`src/rtl/lcd_msg_arbiter.sv`:
```
// Round-robin arbiter that copies one requester's 32-character message into the
// LCD display buffer, then holds it on screen for a dwell period before re-arbitrating.
module lcd_msg_arbiter #(
  parameter int unsigned N_REQ        = 4,
  parameter int unsigned DWELL_CYCLES = 50000000
) (
  input  logic                       CLOCK_50,
  input  logic                       Reset,
  input  logic [N_REQ-1:0]           req,
  input  logic [N_REQ*256-1:0]       msg,
  output logic [1:0][15:0][7:0]      characters,
  output logic [N_REQ-1:0]           grant,
  output logic [N_REQ-1:0]           ack,
  output logic                       busy
);

  localparam int unsigned OW = $clog2(N_REQ);
  localparam logic [25:0] DWELL_LOAD = (DWELL_CYCLES == 0) ? 26'd0 : 26'(DWELL_CYCLES - 1);

  typedef enum logic [1:0] {IDLE, COPY, DWELL} state_t;

  state_t            state, state_n;
  logic [N_REQ-1:0]  grant_n, ack_n;
  logic [4:0]        idx, idx_n;
  logic [25:0]       cnt, cnt_n;
  logic [OW-1:0]     last_grant, last_n;
  logic [OW-1:0]     owner, owner_n;
  logic [OW-1:0]     cand, win;
  logic              found;
  int unsigned       probe;
  logic [7:0]        char_byte;

  assign busy      = (state != IDLE);
  assign char_byte = msg[{owner, idx, 3'b000} +: 8];

  always_ff @(posedge CLOCK_50 or negedge Reset) begin
    if (!Reset) begin
      state      <= IDLE;
      grant      <= '0;
      ack        <= '0;
      idx        <= '0;
      cnt        <= '0;
      last_grant <= OW'(N_REQ - 1);
      owner      <= '0;
      characters <= {32{8'h20}};
    end else begin
      state      <= state_n;
      grant      <= grant_n;
      ack        <= ack_n;
      idx        <= idx_n;
      cnt        <= cnt_n;
      last_grant <= last_n;
      owner      <= owner_n;
      if (state == COPY) characters[idx[4]][idx[3:0]] <= char_byte;
    end
  end

  always_comb begin
    state_n = state;
    grant_n = grant;
    ack_n   = '0;
    idx_n   = idx;
    cnt_n   = cnt;
    last_n  = last_grant;
    owner_n = owner;
    found   = 1'b0;
    win     = '0;
    probe   = 0;
    cand    = '0;

    // First requester found scanning from last_grant+1 wins.
    for (int unsigned i = 1; i <= N_REQ; i++) begin
      probe = (32'(last_grant) + i) % N_REQ;
      cand  = OW'(probe);
      if (!found && req[cand]) begin
        found = 1'b1;
        win   = cand;
      end
    end

    unique case (state)
      IDLE: begin
        if (found) begin
          grant_n      = '0;
          grant_n[win] = 1'b1;
          owner_n      = win;
          last_n       = win;
          idx_n        = '0;
          state_n      = COPY;
        end
      end
      COPY: begin
        idx_n = idx + 5'd1;
        if (idx == 5'd31) begin
          grant_n = '0;
          ack_n   = grant;
          if (DWELL_CYCLES == 0) begin
            state_n = IDLE;
          end else begin
            cnt_n   = DWELL_LOAD;
            state_n = DWELL;
          end
        end
      end
      DWELL: begin
        if (cnt == '0) state_n = IDLE;
        else           cnt_n   = cnt - 26'd1;
      end
      default: state_n = IDLE;
    endcase
  end

endmodule

```
`config.mk`:
```
export PLATFORM = sky130hd
export DESIGN_NAME = lcd_msg_arbiter
export DESIGN_NICKNAME = d
export VERILOG_FILES = /design/src/rtl/lcd_msg_arbiter.sv
export SDC_FILE = /design/constraint.sdc
export NUM_CORES = 1
export LEC_CHECK = 0
export CAP_MARGIN = 30
export CORE_AREA = 10 10 492 494
export CTS_CLUSTER_SIZE = 20
export DETAILED_ROUTE_END_ITERATION = 8
export DIE_AREA = 0 0 502 504
export DONT_BUFFER_PORTS = 1
export RECOVER_POWER = 50
export SETUP_SLACK_MARGIN = 0.3
export SKIP_LAST_GASP = 1
export SYNTH_ARGS = -nofsm -noshare
export SYNTH_HDL_FRONTEND = slang
export SYNTH_SLANG_ARGS = --single-unit
```
`constraint.sdc`:
```
create_clock -name CLOCK_50 -period 4.6 [get_ports CLOCK_50]
set_clock_uncertainty 0.05 [all_clocks]
set_input_delay 0.92 -clock CLOCK_50 [delete_from_list [all_inputs] [get_ports CLOCK_50]]
set_output_delay 0.92 -clock CLOCK_50 [all_outputs]
set_load 0.005 [all_outputs]
```
---- Word-level counts from Yosys, hierarchy flattened ----
Index checks and enable logic that the tools add are counted.
W data, S select, Z words.
operators by class
  add/subtract/negate cells ............... 6
  order comparisons ....................... 10
  eq/ne operators ......................... 7
  shift-type cells ........................ 1
  multiplexer cells ....................... 37
  reduce and logical (&&, ||, !) cells .... 19
operator list
  cell                     count
  $shiftx A1024 B11 Y8     1
  $bwmux W256              1
  $demux W128 S1           1
  $mux W128                1
  $mux W26                 2
  $pmux W26 S2             1
  $demux W8 S4             1
  $logic_not A26 Y1        1
  $sub A26 B1 Y26 const B  1
  $mux W4                  4
  $lt A2 B3 Y1 const B     5
  $mux W2                  7
  $pmux W5 S2              1
  $mux W1                  9
  $reduce_and A3 Y1        3
  $bmux W1 S2              4
  $mux W8                  1
  $pmux W4 S2              1
  $logic_and A1 B1 Y1      6
  $ne A2 B2 Y1 const B     3
  $pmux W2 S3              1
  $reduce_bool A2 Y1       3
  $add A5 B1 Y5 const B    1
  $eq A5 B5 Y1 const B     1
  other kinds (15)         20
word-level totals
  flip-flop bits (word level) ............. 301
  input bits .............................. 1,030
  output and inout port bits .............. 265

---- Depth between registers and ports, before layout ----
  word-level depth ........................ 19
  mapped depth ............................ 13

---- Worst setup path before layout ----
Ideal clock, no wire load.
  path type ............................... input to register
  from .................................... in msg[560]
  to ...................................... reg characters[128] in the netlist's numbering
  library setup time ...................... 0.125 ns
  arrival ................................. 2.697 ns
  data required time ...................... 4.425 ns
  path slack .............................. 1.729 ns
  stages .................................. 7
  path through ............................ mux4_2 -> mux2_2 -> a2111o_1 -> a32oi_1 -> a21oi_2 -> buf_2 -> mux2_2
between the ends
  word-level cells in the longest chain between the ends .. 2
ends and longest elaborated chain
  what                             RTL line  source
  from (decl)                      10        input logic [N_REQ*256-1:0] msg,
  $shiftx A1024 B11 Y8             34        assign char_byte = msg[{owner, idx, 3'b000} +: 8];
  $bwmux W256                      54        if (state == COPY) characters[idx[4]][idx[3:0]] <= char_byte;
  to (signal assigned)             45        characters <= {32{8'h20}};
  to (signal, indexed assignment)  54
  to (decl)                        11        output logic [1:0][15:0][7:0] characters,
No other way between the ends.
A chain may end at the register's enable or synchronous reset.

---- Worst setup path after layout ----
  from .................................... reg idx[0]
  to ...................................... reg characters[196] in the netlist's numbering
between the ends
  word-level cells in the longest chain between the ends .. 7
  elaborated cells between the ends (all ways) .. 9
  classes of those cells .................. order compare: 2; shift: 1; mux: 5; reduce/logical: 1
ends and longest elaborated chain
  what                                                                          RTL line  source
  from (decl)                                                                   24        logic [4:0] idx, idx_n;
  from (signal assigned)                                                        50        idx <= idx_n;
  parallel branches: the longest is 6 deep, another holds $shiftx A1024 B11 Y8  -
  $bwmux W256 *                                                                 54
Mark *: on every way between the ends.

==> flow_summary.toml <==
[status]
status = "completed"

[timing]
worst_pin_slew_ps = 1159
rsz0062_at_grt = "false"
report.final.slew_viol_count = 0
max_freq_ghz = 0.2475
whs_ps = 4.393
relSlewSlack_pct = 22.74
fin_crit_ps = 4040
hold_viol = 0
setup_violations = 0
finalCritPeriodShare_pct = 87.82

[synthesis]
synthCells = 1584
synth_cell_type_count = 69
ys_seq_area_share_pct = 37.17
syn_area_per_cell_um2 = 12.87
synth_most_common_cell = "mux2_2"
synth_commonest_cells = "296 x mux2_2, 267 x dfrtp_1, 177 x mux4_2"
ys_seq_elements = 301
synth_warnings = 0
synth_top_cell_by_area = "dfrtp_1"
synth.area.top_cells = "dfrtp_1 33%, mux4_2 20%, mux2_2 16%, mux2i_1 5.3%, dfstp_2 4.4%"
ys.flop_type = "dfrtp_1"
synth_top_area_share_pct = 32.78
syn_area_um2 = 20380
syn_nets = 2621
synth-edff-count = 0
async_reset_ff_share_pct = 100.0

[finish]
fillers = 26200
final_layout_size_suffix_gt1_share_pct = 45.07
area_delta_synth_final_pct = 27.70
finalInstanceArea_um2 = 26030
layout.nets = 2636

[pwr]
leakagePower_nw = 9.218
power_density_nw_per_um2 = 819.8
ir_drop_mv = 0.4354
p_total_w = 0.02134

[worst_setup_path]
cp-start-kind = "flop"
cp_common_cell = "buf_4"
crit_type = "flop to flop"
crit_path_end_kind = "flop"
cp.arrival_ps = 4460
crit_path_max_fanout = 38
crit_chain = "buf_4, mux4_2, a22o_1, nor4_2, buf_4, a311o_1, a22oi_2, buf_4, mux2_2"
slowest_stage = "dfrtp_4"
max_stage_delay_ps = 640
crit_required_ps = 5020

[worst_hold_path]
min_path_type = "primary input to async pin"

[grt]
grt_pass1_vias = 17310
gr-total-overflow = 0
antenna_found_initial = 176
track_usage_pct = 13.76
grt_max_degree = 302
grt_pass1_wl_um = 224200

[clock_network]
numClockSinks = 301
clockBufferDepth = 3
cts_setup_buffers = 0
cts_tree = "yes"
clock_latency_ps = 580
clk_pin_slew_ps = 60
cts-root-buf = "clkbuf_16"
numCtsBuffers = 34
h-tree-depth = 2

[placed_design]
dp_hpwl_um = 161600
place_area_um2 = 24660
gp_congestion = 0.9959
portBuffers = 0

[drt]
drt_first_pass_iters = 5
detail_route.vias_per_cell = 3.597
drtAntennaViolNets = 0
via_count = 17150
drc = 0
highest_layer = "met5"
wl_met1_um = 66240
dr.first_iter.drc_count = 1651
wl_um = 185100
route.met3.wl_um = 20930
detail_route.wl_per_cell_um = 38.84
wl_met2_um = 88830

[floorplanning]
num_rows = 177
dieHeight_um = 504
num_io_pins = 1295
initial_core_util_pct = 8.789
core-area_um2 = 231900
dieArea_um2 = 253000
chipWidth_um = 502

[job]
drv_cap = 0
==> flip-flops by register name, summed over array words and instances (netlist names) <==
name        count
cnt            26
characters    256
state           2
owner           2
last_grant      2
grant           4
idx             5
ack             4
==> layer usage <==
metal  up-vias  global-route usage, %
met2      1473                  23.69
li1       6475                      -
met3       391                  6.229
met4        82                  4.923
met1      8726                  14.80
met5         -                      0
==> cell families after synthesis <==
logic type                 Yosys count  synth area share (%)
DFF                                301                 37.17
buffers and inverters              154                 4.193
and+or+nand+nor                    267                 6.508
adders and majority gates            7                0.4297
AOI/OAI and AO/OA                  255                 9.590
muxes                              587                 41.55
xor gates and xnor gates            13                0.5587
==> critical path, delay by kind of cell (launching register included) <==
family,cells,cell delay (ps)
multiplexers,2,1060
buffers and inverters,3,1150
AND/OR/NAND/NOR,1,150
flip-flops,1,640
AO/OA/AOI/OAI,3,570
==> power breakdown <==
part,switching (W),internal (W)
registers,0.00158,0.00390
logic,0.00822,0.00492
clock network,0.00125,0.00146
==> final cells by class <==
type / count / area, um2 / area share, %
tap: 3043 / 3807 / 14.63
antenna: 102 / 255.2 / 0.9808
inverter: 9 / 33.78 / 0.1298
clock buffer: 41 / 917.1 / 3.524
sequential: 301 / 7594 / 29.18
clock inverter: 18 / 166.4 / 0.6394
multi-input combinational: 1129 / 12090 / 46.47
timing repair buffer: 124 / 1159 / 4.452
==> cells in the final DEF, fill, tap and decap left out, types with 6 or more instances in the layout <==
cell | netlist | routed
mux2_2 | 296 | 296
dfrtp_1 | 267 | 262
mux4_2 | 177 | 177
mux2i_1 | 108 | 108
buf_4 | 13 | 104
diode_2 | 0 | 102
nand2_1 | 100 | 99
nor2_1 | 45 | 42
dfstp_2 | 34 | 34
clkbuf_16 | 0 | 34
nand3_1 | 32 | 31
a22oi_1 | 29 | 29
a221oi_1 | 30 | 28
o22ai_1 | 25 | 25
a22o_1 | 20 | 20
a21oi_1 | 19 | 18
o31ai_1 | 18 | 18
and3_1 | 17 | 17
o221ai_1 | 16 | 16
buf_12 | 0 | 16
a211oi_1 | 15 | 14
o21ai_0 | 14 | 14
nor4_1 | 12 | 10
or4_1 | 9 | 9
nand2b_1 | 9 | 8
nor3_1 | 8 | 8
inv_1 | 8 | 7
o211ai_1 | 7 | 7
a211o_1 | 7 | 7
xor2_1 | 7 | 7
ha_1 | 7 | 7
a311o_1 | 6 | 6
mux2_1 | 6 | 6
xnor2_1 | 6 | 6
clkinv_2 | 0 | 6
==> worst paths after layout <==
kind	to	start	slack, ps	cells after the start
worst max register to register	characters[196]	idx[0]	560	9
worst max-delay path	characters[196]	idx[0]	560	9
worst min register to register	characters[21]	characters[21]	450	2
max in group asynchronous	characters[21]	Reset	4030	0
worst min-delay path	characters[244]	Reset	4	0
min in group CLOCK_50	characters[21]	characters[21]	450	2
==> per-stage QoR <==
stage | setup WS, ps | instances | TNS [ps] | utilization (%)
floorplan | 1729 | 1584 | 0 | -
global placement | -254.6 | 4598 | -8250 | 10.59
detailed placement | -84.99 | 4605 | -2060 | 10.63
CTS | 340.4 | 4664 | 0 | 11.11
global route | 318.0 | 4726 | 0 | 11.18
finish | 560.1 | 4767 | 0 | 11.22
==> repair_timing <==
action | 4_1_cts | 5_1_grt
endpoints found under the setup margin | 75 | 0
hold endpoints to repair | 267 | 188
resized for setup | 4 | 0
(Power assumes the default switching activity.)
